## config.mk

```make
export PLATFORM = sky130hd
export DESIGN_NAME = button_conditioner
export DESIGN_NICKNAME = d
export VERILOG_FILES = /design/src/rtl/button_conditioner.sv
export SDC_FILE = /design/constraint.sdc
export NUM_CORES = 1
export LEC_CHECK = 0
export CORE_UTILIZATION = 55
export DETAILED_ROUTE_END_ITERATION = 7
export PLACE_DENSITY = 0.81
export SETUP_SLACK_MARGIN = 0.5
export SYNTH_ARGS = -nofsm -noshare
export SYNTH_HDL_FRONTEND = slang
export SYNTH_SLANG_ARGS = --single-unit
```

## constraint.sdc

```tcl
create_clock -name clk -period 5.35 [get_ports clk]
set_clock_uncertainty 0.15 [all_clocks]
set_input_delay 0.535 -clock clk [delete_from_list [all_inputs] [get_ports clk]]
set_output_delay 0.535 -clock clk [all_outputs]
set_load 0.005 [all_outputs]
```

## src/rtl/button_conditioner.sv

```systemverilog
`default_nettype none
// ============================================================================
// Module      : button_conditioner
// Description : Push-button front end for the game (A/B/C move and fire,
//               D start/restart). Each raw active-low button goes through a
//               two-flop synchroniser and then a per-bit debounce counter.
//               The block outputs a clean active-high level and single-cycle
//               press/release pulses.
//               Optional auto-repeat is enabled with the macro
//               BTN_AUTOREPEAT_EN. When it is defined, held buttons selected
//               by REPEAT_MASK also emit periodic press pulses.
// Ports       : clk           - system clock
//               reset         - synchronous, active-high reset
//               btn_n         - raw buttons, active-low, asynchronous to clk
//               level         - debounced state, 1 = held
//               press         - one-cycle pulse on an accepted press / repeat
//               release_pulse - one-cycle pulse on an accepted release
//                               ("release" is a reserved word in
//                               SystemVerilog, hence the longer name)
// Revision    : 1.0 - initial release
// ============================================================================
module button_conditioner #(
    parameter int               N_BTN           = 4,
    parameter int               DEBOUNCE_CYCLES = 500000,
    parameter int               REPEAT_DELAY    = 25000000,
    parameter int               REPEAT_PERIOD   = 5000000,
    parameter logic [N_BTN-1:0] REPEAT_MASK     = 4'b0011
) (
    input  logic             clk,
    input  logic             reset,
    input  logic [N_BTN-1:0] btn_n,
    output logic [N_BTN-1:0] level,
    output logic [N_BTN-1:0] press,
    output logic [N_BTN-1:0] release_pulse
);

    localparam int              c_DW      = $clog2(DEBOUNCE_CYCLES + 1);
    // Accept on the cycle the counter would reach DEBOUNCE_CYCLES.
    localparam logic [c_DW-1:0] c_DB_LAST = c_DW'(DEBOUNCE_CYCLES - 1);

`ifdef BTN_AUTOREPEAT_EN
    localparam int              c_REP_MAX = (REPEAT_DELAY > REPEAT_PERIOD) ? REPEAT_DELAY : REPEAT_PERIOD;
    localparam int              c_RW      = $clog2(c_REP_MAX + 1);
    localparam logic [c_RW-1:0] c_RD_LAST = c_RW'(REPEAT_DELAY - 1);
    localparam logic [c_RW-1:0] c_RP_LAST = c_RW'(REPEAT_PERIOD - 1);

    localparam logic [1:0] c_IDLE   = 2'd0;
    localparam logic [1:0] c_DELAY  = 2'd1;
    localparam logic [1:0] c_REPEAT = 2'd2;
`endif

    for (genvar i = 0; i < N_BTN; i++) begin : g_btn
        logic            r_s1;
        logic            r_s2;
        logic            r_level;
        logic            r_press;
        logic            r_release;
        logic [c_DW-1:0] r_cnt;
        logic            w_p;
        logic            w_accept;
        logic            w_rise;
        logic            w_fall;
        logic            w_rep_pulse;

        // Synchronised sample, converted to active-high.
        assign w_p      = ~r_s2;
        assign w_accept = (w_p != r_level) && (r_cnt == c_DB_LAST);
        assign w_rise   = w_accept & w_p;
        assign w_fall   = w_accept & ~w_p;

        always_ff @(posedge clk) begin
            if (reset) begin
                r_s1      <= 1'b1;
                r_s2      <= 1'b1;
                r_level   <= 1'b0;
                r_press   <= 1'b0;
                r_release <= 1'b0;
                r_cnt     <= '0;
            end else begin
                r_s1 <= btn_n[i];
                r_s2 <= r_s1;
                // Any sample agreeing with the current level restarts the
                // count, so a short bounce never produces a change.
                if (w_p == r_level) begin
                    r_cnt <= '0;
                end else if (w_accept) begin
                    r_cnt   <= '0;
                    r_level <= ~r_level;
                end else begin
                    r_cnt <= r_cnt + c_DW'(1);
                end
                r_press   <= w_rise | w_rep_pulse;
                r_release <= w_fall;
            end
        end

`ifdef BTN_AUTOREPEAT_EN
        if (REPEAT_MASK[i]) begin : g_rep
            logic [1:0]      r_state;
            logic [c_RW-1:0] r_rcnt;
            logic            w_rep_hit;

            always_comb begin
                w_rep_hit = 1'b0;
                if ((r_state == c_DELAY) && (r_rcnt == c_RD_LAST)) begin
                    w_rep_hit = 1'b1;
                end
                if ((r_state == c_REPEAT) && (r_rcnt == c_RP_LAST)) begin
                    w_rep_hit = 1'b1;
                end
            end

            // A release in the same cycle wins over a due repeat pulse.
            assign w_rep_pulse = w_rep_hit & ~w_fall;

            always_ff @(posedge clk) begin
                if (reset) begin
                    r_state <= c_IDLE;
                    r_rcnt  <= '0;
                end else if (w_fall) begin
                    r_state <= c_IDLE;
                    r_rcnt  <= '0;
                end else begin
                    case (r_state)
                        c_IDLE: begin
                            r_rcnt <= '0;
                            if (w_rise) begin
                                r_state <= c_DELAY;
                            end
                        end
                        c_DELAY: begin
                            if (w_rep_hit) begin
                                r_rcnt  <= '0;
                                r_state <= c_REPEAT;
                            end else begin
                                r_rcnt <= r_rcnt + c_RW'(1);
                            end
                        end
                        c_REPEAT: begin
                            if (w_rep_hit) begin
                                r_rcnt <= '0;
                            end else begin
                                r_rcnt <= r_rcnt + c_RW'(1);
                            end
                        end
                        default: begin
                            r_state <= c_IDLE;
                            r_rcnt  <= '0;
                        end
                    endcase
                end
            end
        end else begin : g_norep
            assign w_rep_pulse = 1'b0;
        end
`else
        assign w_rep_pulse = 1'b0;
`endif

        assign level[i]         = r_level;
        assign press[i]         = r_press;
        assign release_pulse[i] = r_release;
    end

endmodule
`default_nettype wire

```

==> summary by stage, run 1 <==
Logic synthesis
The mapped cell area is 0.00418 mm². The number of nets handed over by synthesis was 479. Yosys mapped a number of flops with a built-in enable equal to 0.

The flip-flop and latch count after synthesis is 96. The warning count from the yosys run is 0. Counting flops with an async set or reset pin after synthesis yields a share of 0%. The synthesized instance count is 469.

A synthesized cell averages 8.90 µm². Synthesis instantiated 47 different standard cells from the library. The top flip-flop cell by instance count after synthesis is sky130_fd_sc_hd__dfxtp_1. Sequential cells were found to cover 46.0% of the synthesized design area.

Critical path
The maximum fanout along the worst path is 17. The critical setup path kind is reg -> reg. The sort of element at the start of the critical path is a flip-flop. The data arrival time of the critical path is 2.48 ns.

The critical path data required time is 5.40 ns. STA classifies the critical path endpoint as a flip-flop.

Floorplan
The initial utilization of the core area, before any placement, comes to 57.3%. The die covers 0.00794 mm². The width of the chip is 89.1 µm.

The core footprint is 0.00729 mm². The I/O pin count is 18. The chip height is 89.1 µm. The cell row count is 31.

Clocking
The total number of clock tree sinks is 96. The count of hold buffers inserted by post-cts repair is 0. The clock-pin slew on the worst setup and hold paths is 0.09 ns. In this run, post-CTS repair resized a total of 0 instances. TritonCTS built the clock tree. Once the clock tree was built, the setup fixing pass inserted 0 buffers. The longest clock path from root to sink contains 2 buffers.

The later-pin clock latency in the skew report is 0.36 ns. The root buffer cell chosen for the clock tree is sky130_fd_sc_hd__clkbuf_8. The depth of the CTS H-tree is 3.

The clock buffer count from CTS is 9.

Routing
The via density per instance is 5.59. The final layout contains routed wiring with a total length of 7590 µm. The overall via count from detail_route is 3,225. The detail route stage leaves a number of antenna-violating nets equal to 0.

The wire length per cell after detailed routing is 13.2 µm. The DRC marker count from the first detailed-route iteration is 114. The number of remaining DRC errors is 0. The number of detailed-route iterations in the first pass is 5.

Global route
After global routing the overflow that remains totals 0. The maximum number of pins on one net before global-route repair is 21. The initial antenna violation count is 0. The first global-routing pass estimated 12,900 µm of wire. The number of global-route vias before repair was 2,995. The global-route usage over all layers is 20.8%.

Pwr
Sequential cells account for 57.5% of the total power. The total net switching power is 262 µW. The combinational power share is 1.3%.

The maximum vdd drop is 0.151 mV. The cell area power density is 276 mW/mm². In this run the static leakage power is 0.00130 µW. Per report_power, the clock group accounts for 41.2% of the total. The internal power contribution is 992 µW. The switching share of total power is 20.9%.

Job
Across the run, the number of max-cap violations was 0.

Timing
The worst-case hold slack is 0.264 ns. At the pin with the least slew margin, the transition time is 1.15 ns. Setup violations remaining at the end of the flow were counted as 0.

Setup repair after global routing left no endpoint under its margin. In this run the tightest slew margin relative to its limit is 23.3%. The hold violation total from the final report is 0. The timing-limited maximum frequency is 412 MHz. The total count of max-transition violations in the final report came to 0. The final critical delay including setup and external delays is 2.43 ns.

The final critical path takes up 45.4% of the cycle. Adding up every negative setup slack in the final design gives 0 ns.

Place
The weighted congestion at the end of routability-driven global placement is 0.873. The HPWL after detailed placement is 5170 µm. The count of buffers added on input and output ports is 17.

Layout
The diode insertion count for antenna repair is 0. Leaving out fill and tap cells, the most frequent cell in the layout is sky130_fd_sc_hd__dfxtp_1. After the last flow step, the layout net total stands at 483.

In the layout the commonest cells are sky130_fd_sc_hd__dfxtp_1, sky130_fd_sc_hd__nor2_1, sky130_fd_sc_hd__xnor2_1. The layout-stage area growth over the synthesis result is 8.63%. The post-route netlist has 7.95% of its cells at a drive strength greater than 1.

Hold path
The worst hold path belongs to the class reg -> reg.

Status
The flow ran to the end, and the final reports show no timing, DRC or antenna violations.
## critical path, stage by stage, from the launching register on
cell and delay, ns:
sky130_fd_sc_hd__dfxtp_1 0.40, sky130_fd_sc_hd__ha_1 0.25, sky130_fd_sc_hd__nand4_1 0.34, sky130_fd_sc_hd__o21bai_1 1.02
sky130_fd_sc_hd__nor2_1 0.12
## sequential cells by signal, indices dropped and copies added (netlist names)
| register | cells |
|---|---|
| g_btn.r_s2 | 4 |
| g_btn.r_level | 4 |
| g_btn.r_cnt | 76 |
| g_btn.r_press | 4 |
| g_btn.r_s1 | 4 |
| g_btn.r_release | 4 |
## metal layers
metal  track usage, %  share of wire (%)  vias to the layer above
met1             25.9                 47                     1502
met3             5.36                3.6                       14
met5                0                  0                        -
met2             35.2                 48                       64
met4             7.07                1.6                        0
li1                 -                  -                     1645
## synthesized netlist by cell type, drive strengths merged, types with 5 or more instances
library cell   n  share of area (%)
xnor2         37                7.8
and3           5               0.75
nor4          13                2.1
nor2          63                5.7
a21oi         24                3.0
buf           19                3.2
nand4         18                2.8
xor2          15                3.1
or2           12                1.8
or4           13                2.5
clkbuf         5               0.45
dfxtp         96                 46
nor3          19                2.3
or3           11                1.7
o21ai         13                1.8
nand2         24                2.2
inv           18                1.6
o31ai          7                1.3
nand3         26                3.2
## through the flow
step | util [%] | cells | cell area, µm² | worst slack (ns) | power (µW)
3_3_place_gp | 59.2 | 561 | 4320 | 2.79 | 752
2_1_floorplan | - | 469 | 4180 | 3.20 | 748
4_1_cts | 62.2 | 577 | 4540 | 2.91 | 1260
5_1_grt | 62.2 | 577 | 4540 | 2.71 | 1300
3_5_place_dp | 59.2 | 561 | 4320 | 2.67 | 753
6_report | 62.2 | 577 | 4540 | 2.92 | 1250
## final cells by class
type / count / area, µm²
Fill cell: 641 / 2760
Multi-Input combinational cell: 331 / 2030
Sequential cell: 96 / 1920
Timing Repair Buffer: 17 / 170
Clock buffer: 10 / 128
Tap cell: 99 / 124
Clock inverter: 6 / 92.6
Inverter: 18 / 67.6
## final timing paths
| kind | startpoint | to | slack (ns) | cells after the start |
|---|---|---|---|---|
| max | g_btn[2].r_cnt[0] | g_btn[2].r_cnt[9] | 2.92 | 4 |
| min | g_btn[0].r_s1 | g_btn[0].r_s2 | 0.26 | 1 |
| max reg2reg | g_btn[2].r_cnt[0] | g_btn[2].r_cnt[9] | 2.92 | 4 |
| min reg2reg | g_btn[0].r_s1 | g_btn[0].r_s2 | 0.26 | 1 |
## kinds of logic after synthesis
| family | Yosys count | share of synthesized area [%] |
|---|---|---|
| AO/OA/AOI/OAI | 51 | 7.46 |
| buffers and inverters | 42 | 5.30 |
| adder cells (fa/ha/maj) | 4 | 1.20 |
| flip-flops | 96 | 46.0 |
| AND/OR/NAND/NOR | 224 | 29.1 |
| XOR/XNOR | 52 | 10.9 |
## power by group through the flow
| stage | logic [µW] | registers (µW) | clock network (µW) |
|---|---|---|---|
| 3_5_place_dp | 16.4 | 737 | 0 |
| 5_1_grt | 18.1 | 721 | 562 |
| 6_report | 16.4 | 720 | 517 |
| 4_1_cts | 16.6 | 720 | 528 |
| 2_1_floorplan | 11.4 | 736 | 0 |
| 3_3_place_gp | 15.9 | 737 | 0 |
Power figures use the tool's default switching activity.
==> run 2, diff against run 1 <==
Settings changed: CORE_UTILIZATION 55 to 54, PLACE_DENSITY 0.81 to 0.83.
Clock period 5.35 ns to 2 ns, I/O delays scaled along.
==> summary by stage, run 2 (synthesized netlist as in run 1, its figures left out) <==
Status
The flow ran to the end, but the final reports show violations. The final reports fail on negative setup slack.

Global route
The initial antenna violation count is 0. The first global-routing pass estimated 18,100 µm of wire. The number of global-route vias before repair was 3,786. The total grt overflow is 0. Entering global routing, the biggest net connects 20 pins.

Global routing consumed, over all layers together, 27.7% of the routing resources.

Pwr
Combinational logic is responsible for 3.0% of the overall power. Of the total power, the share spent switching nets is 23.1%. The analysis attributes to net switching a power of 796 µW.

The cell area power density is 573 mW/mm². The internal power contribution is 2660 µW. The maximum vdd drop is 0.382 mV.

The clock network burns 41.7% of the power. The sequential power share is 55.3%. Summed over all cells, the static leakage comes to 0.00198 µW.

Place
Including well taps, the total number of placed cells is 592. The instance area after placement is 0.00478 mm². Timing analysis after detailed placement gives a worst setup slack of -0.0395 ns. The number of port buffers is 17. Detailed placement ended at an HPWL of 5930 µm.

Routability-driven placement finished with a final weighted congestion of 0.874.

Timing
In the post-route analysis, the smallest setup slack over all paths is -0.0643 ns. The setup violation total in the final timing report is 23. The worst pin sits at a relative slew slack of 62.0%. Static timing analysis puts the maximum clock frequency at 484 MHz. Setup repair after global routing could not meet its margin everywhere.

The share of the clock period used by the worst path is 103%. The total count of max-transition violations in the final report came to 0. The measured slew at the worst slew-check pin is 0.568 ns. The final critical delay including setup and external delays is 2.06 ns. The hold violation total from the final report is 0.

Layout
The final cell area excluding filler cells is 0.00602 mm². In the layout the commonest cells are sky130_fd_sc_hd__buf_4, sky130_fd_sc_hd__dfxtp_1, sky130_fd_sc_hd__xnor2_1. The layout-stage area growth over the synthesis result is 44.2%. The finished layout holds 649 standard cells, fillers aside. The register with the most flip-flops in the layout has 76 of them. Leaving out fill and tap cells, the most frequent cell in the layout is sky130_fd_sc_hd__buf_4.

The share of final-layout standard cells stronger than drive strength 1 is 46.7%. The repair_antennas step left the layout with diodes totalling 0. The register with the most flip-flops is g_btn.r_cnt. The number of nets in the finished design is 555.

Clocking
The later pin in the worst-skew pair is clocked with a latency of 0.38 ns. Hold repair after CTS inserted 0 buffers. CTS placed an instance of sky130_fd_sc_hd__clkbuf_8 at the clock tree root. The maximum buffer depth of the clock tree is 2. The clock buffer count from CTS is 9. The TritonCTS clock tree is built. The depth of the CTS H-tree is 3. The clock net in this run drives a total of 96 sinks. The clock-pin slew on the worst setup and hold paths is 0.10 ns.

Job
The count of max-cap constraint violations is 0.

Floorplan
The initial utilization of the core area, before any placement, comes to 56.7%. The chip height is 89.9 µm. Row generation in the floorplan step produced 31 rows. The area of the die is 0.00809 mm². From left edge to right edge, the die measures 89.9 µm. In this run the count of I/O pins placed on the die edge is 18.

The core footprint is 0.00737 mm².

Critical path
The critical path data required time is 2.17 ns. The category of the worst setup path capture point is a flip-flop. The critical path is of the reg -> reg type. The worst setup path is launched from a flip-flop. STA puts the critical path data arrival time at 2.24 ns. In this run the worst path has a maximum fanout of 4.

Hold path
The class of the most critical hold timing path is in -> reg.

Routing
Across all layers, the routed design uses 3,990 vias. The number of remaining DRC errors is 0. Dividing the detail-routed via count by the number of cells gives 6.15.

The DRC marker count from the first detailed-route iteration is 234. In the final routed layout, each cell accounts on average for 20.3 µm. The count of nets left with antenna violations once routing finished came out at 0.

The routed wire length is 13,200 µm. The number of detailed-route iterations in the first pass is 7.
## run 2: cell types whose count changed in the layout (fill, tap and decap cells not counted), moves of 17 or more
cell	delta
sky130_fd_sc_hd__nor2_4	+30
sky130_fd_sc_hd__dfxtp_1	-48
sky130_fd_sc_hd__a21oi_1	-17
sky130_fd_sc_hd__buf_4	+49
sky130_fd_sc_hd__dfxtp_2	+32
sky130_fd_sc_hd__nor2_1	-37
## run 2: final timing paths
kind,from,to,slack (ns),depth (start not counted)
setup / recovery,g_btn[1].r_cnt[5],g_btn[1].r_level,-0.06,4
hold / removal,btn_n[3],g_btn[3].r_s1,0.23,2
setup reg to reg,g_btn[1].r_cnt[5],g_btn[1].r_level,-0.06,4
hold reg to reg,g_btn[1].r_s1,g_btn[1].r_s2,0.27,1
## run 2: layout make-up
| cell class | instances | area (µm²) |
|---|---|---|
| Clock buffer | 9 | 124 |
| Multi-Input combinational cell | 331 | 2730 |
| Timing Repair Buffer | 89 | 856 |
| Fill cell | 358 | 1350 |
| Sequential cell | 96 | 2020 |
| Clock inverter | 7 | 95.1 |
| Tap cell | 99 | 124 |
| Inverter | 18 | 67.6 |
## run 2: worst max-delay path, stage by stage, from the launching register on
cell	delay [ns]
sky130_fd_sc_hd__dfxtp_2	0.33
sky130_fd_sc_hd__or4_4	0.53
sky130_fd_sc_hd__or4_4	0.53
sky130_fd_sc_hd__or3_1	0.34
sky130_fd_sc_hd__a21oi_2	0.12
## run 2: power by group through the flow
stage	sequential [µW]	clock (µW)	combinational [µW]
finish	1910	1440	103
global route	1910	1510	108
CTS	1910	1420	79.1
detailed placement	1970	0	56.4
global placement	1970	0	55.6
floorplan	1970	0	35.9
## run 2: per-stage QoR
stage / util (%) / total power, µW / hold slack, ns / setup TNS, ns
floorplan: - / 2000 / 0.154 / -0.0963
global placement: 64.9 / 2020 / 0.247 / -0.0142
detailed placement: 64.9 / 2030 / 0.255 / -0.0582
CTS: 75.7 / 3410 / 0.231 / -0.318
global route: 81.7 / 3530 / 0.222 / -2.10
finish: 81.7 / 3450 / 0.225 / -0.813
## run 2: timing repair
action,in CTS,in global routing
setup endpoints to repair,96,84
gates resized for setup,113,79
setup buffers,27,9
gates cloned,1,4
pin swaps,22,20
## run 2: metal layers
layer	up-vias	global-route usage, %	routed length, µm
met2	182	48.7	6860
met5	-	0	0
met4	0	13.0	554
met1	1961	32.0	5000
met3	58	6.09	746
li1	1789	-	-
==> run 3, diff against run 2 <==
==> constraint.sdc (replaced) <==
create_clock -name clk -period 2 [get_ports clk]
set_clock_uncertainty 0.15 [all_clocks]
set_input_delay 0.4 -clock clk [delete_from_list [all_inputs] [get_ports clk]]
set_output_delay 0.4 -clock clk [all_outputs]
set_load 0.005 [all_outputs]
==> summary by stage, run 3 (synthesized netlist as in run 1, its figures left out) <==
Timing
The worst path uses 103% of the clock period. The setup violation total in the final timing report is 27. Setup repair after global routing could not meet its margin everywhere.

The timing-limited maximum frequency is 485 MHz. The final critical delay including setup and external delays is 2.06 ns. The measured slew at the worst slew-check pin is 0.525 ns. Headroom to the max-slew limit came out at 64.7%.

The setup slack of the critical path after layout is -0.0610 ns. The hold violation total from the final report is 0. The total count of max-transition violations in the final report is 0.

Layout
In the final layout, the share of cells above drive strength 1 is 44.8%. The number of antenna diodes in the final layout is 0. The register with the most flip-flops in the layout has 76 of them.

In the final layout, flip-flops and latches occupy 0.00200 mm². The library cells used most frequently in the layout, excluding fill and tap cells, are sky130_fd_sc_hd__dfxtp_1, sky130_fd_sc_hd__buf_4, sky130_fd_sc_hd__xnor2_1. Ranked by flip-flop count, first place goes to g_btn.r_cnt. The number of nets in the finished design is 550. Summing all multi-input logic gate instances after layout gives 0.00268 mm².

From synthesis to final layout, the design area changed by 41.8%. The filler cells instantiated in the layout total 385.

Critical path
For flop-to-flop paths, the worst setup slack is -0.06 ns. STA classifies the critical path endpoint as a flip-flop. In this run the worst path has a maximum fanout of 4.

The sort of element at the start of the critical path is a flip-flop. The critical path data required time is 2.13 ns. The critical setup path kind is reg -> reg. The worst-case reg-to-reg path depth is 4.

In this run the critical register-to-register path is captured at g_btn[1].r_cnt[1]. The reg-to-reg startpoint is g_btn[1].r_cnt[6]. The data arrival time of the critical path is 2.19 ns.

Floorplan
The I/O pin count is 18. The area of the die is 0.00809 mm². The initial cell density of the core is 56.7%. The initialized floorplan defines 31 standard-cell rows.

The width of the chip is 89.9 µm. The core footprint is 0.00737 mm². The chip height is 89.9 µm.

Clocking
The TritonCTS clock tree is built. No sink is reached through more buffers than the 2 on the longest clock path. Hold repair after CTS inserted 0 buffers. The root buffer cell is sky130_fd_sc_hd__clkbuf_8.

The total number of clock tree sinks is 96. The later pin in the worst-skew pair is clocked with a latency of 0.37 ns. The clock-pin slew on the worst setup and hold paths is 0.10 ns.

Clock tree synthesis inserted a total of 9 buffers. The clock tree synthesis step divided the H-tree into 3 levels.

Place
The half-perimeter wire length after placement is 5830 µm. The placement-stage worst setup slack is -0.0293 ns. The weighted congestion at the end of routability-driven global placement is 0.862. The number of port buffers is 17.

Pwr
The overall power consumption is 3530 µW. Summed over all cells, the static leakage comes to 0.00190 µW. Power spread over the standard cell area amounts to 596 mW/mm².

The maximum vdd drop is 0.297 mV.

Global route
The total grt overflow is 0. The initial antenna violation count is 0. Global routing consumed, over all layers together, 28.4% of the routing resources. The first global-routing pass estimated 18,500 µm of wire. The maximum number of pins on one net before global-route repair is 19. The number of global-route vias before repair is 3,940.

Hold path
The end of the worst hold path is g_btn[3].r_s2. The number of stages on the worst hold path is 1. In this run the worst hold path is classified as reg -> reg.

The launch point of the worst hold path is g_btn[3].r_s1.

Routing
After detailed routing, the average wire length per cell comes to 19.2 µm. The via density per instance is 6.05. The first detailed-routing pass ran for 5 iterations. The detail route stage leaves a number of antenna-violating nets equal to 0. For this block, the initial DRC count from the detailed router was 213. After detailed routing, the number of remaining DRC violations is 0. The routed wire length is 12,400 µm. The overall via count from detail_route is 3,894.

Job
The count of max-cap constraint violations is 0.

Status
The checks that failed: negative setup slack. The flow ran to the end, but the final reports show violations.
## run 3: cell types whose count changed in the layout (fill, tap and decap cells not counted), sizes merged
cell           delta
dlygate4sd2      -12
buf               -2
clkinvlp          +1
clkdlybuf4s15     +9
clkbuf            +1
clkinv            -3
clkdlybuf4s50     +1
## run 3: layer usage
layer	track usage, %	part of all wire [%]	vias to the layer above
met4	15.3	4.4	0
li1	-	-	1777
met5	0	0	-
met1	32.6	38	1868
met2	49.6	52	196
met3	5.92	5.6	53
## run 3: final cells by class
class | count | share of cell area [%]
Clock buffer | 11 | 2.56
Tap cell | 99 | 2.09
Timing Repair Buffer | 84 | 13.7
Sequential cell | 96 | 33.8
Clock inverter | 5 | 1.48
Multi-Input combinational cell | 331 | 45.2
Inverter | 18 | 1.14
## run 3: critical path, cell delays in order, from the launching register on
cell and delay (ns):
sky130_fd_sc_hd__dfxtp_2 0.33, sky130_fd_sc_hd__or4b_1 0.52, sky130_fd_sc_hd__or4_4 0.53, sky130_fd_sc_hd__or2_4 0.28, sky130_fd_sc_hd__and3_4 0.15
## run 3: metrics by stage
step,util (%),TNS [ns],hold WS [ns],cell area (µm²),cells
floorplan,-,-0.0963,0.239,4440,469
global placement,65.3,-0.0115,0.252,4810,596
detailed placement,65.3,-0.0449,0.253,4810,596
CTS,76.8,-0.422,0.275,5660,641
global route,80.4,-2.36,0.280,5920,644
finish,80.4,-0.455,0.279,5920,644
## run 3: worst max path at each step
| stage | start | endpoint | slack [ns] | cells after the start |
|---|---|---|---|---|
| after floorplan | g_btn[1].r_cnt[14] | g_btn[1].r_cnt[6] | -0.01 | 5 |
| after detailed placement | g_btn[1].r_cnt[14] | g_btn[1].r_cnt[1] | -0.03 | 4 |
| after global placement | g_btn[1].r_cnt[14] | g_btn[1].r_cnt[1] | -0.01 | 4 |
| after CTS | g_btn[1].r_cnt[11] | g_btn[1].r_level | -0.05 | 4 |
| after global routing | g_btn[1].r_cnt[6] | g_btn[1].r_cnt[1] | -0.11 | 4 |
| final | g_btn[1].r_cnt[6] | g_btn[1].r_cnt[1] | -0.06 | 4 |
## run 3: timing repair
action / 4_1_cts / 5_1_grt
buffers inserted: 26 / 2
setup endpoints to repair: 96 / 96
cloned: 3 / 1
gates resized for setup: 108 / 71
pin swaps: 22 / 8
## run 3: where the power goes
part	internal [µW]	total [µW]	switching, µW
logic	51.7	103	51.5
registers	1910	1920	10.2
clock network	784	1510	723
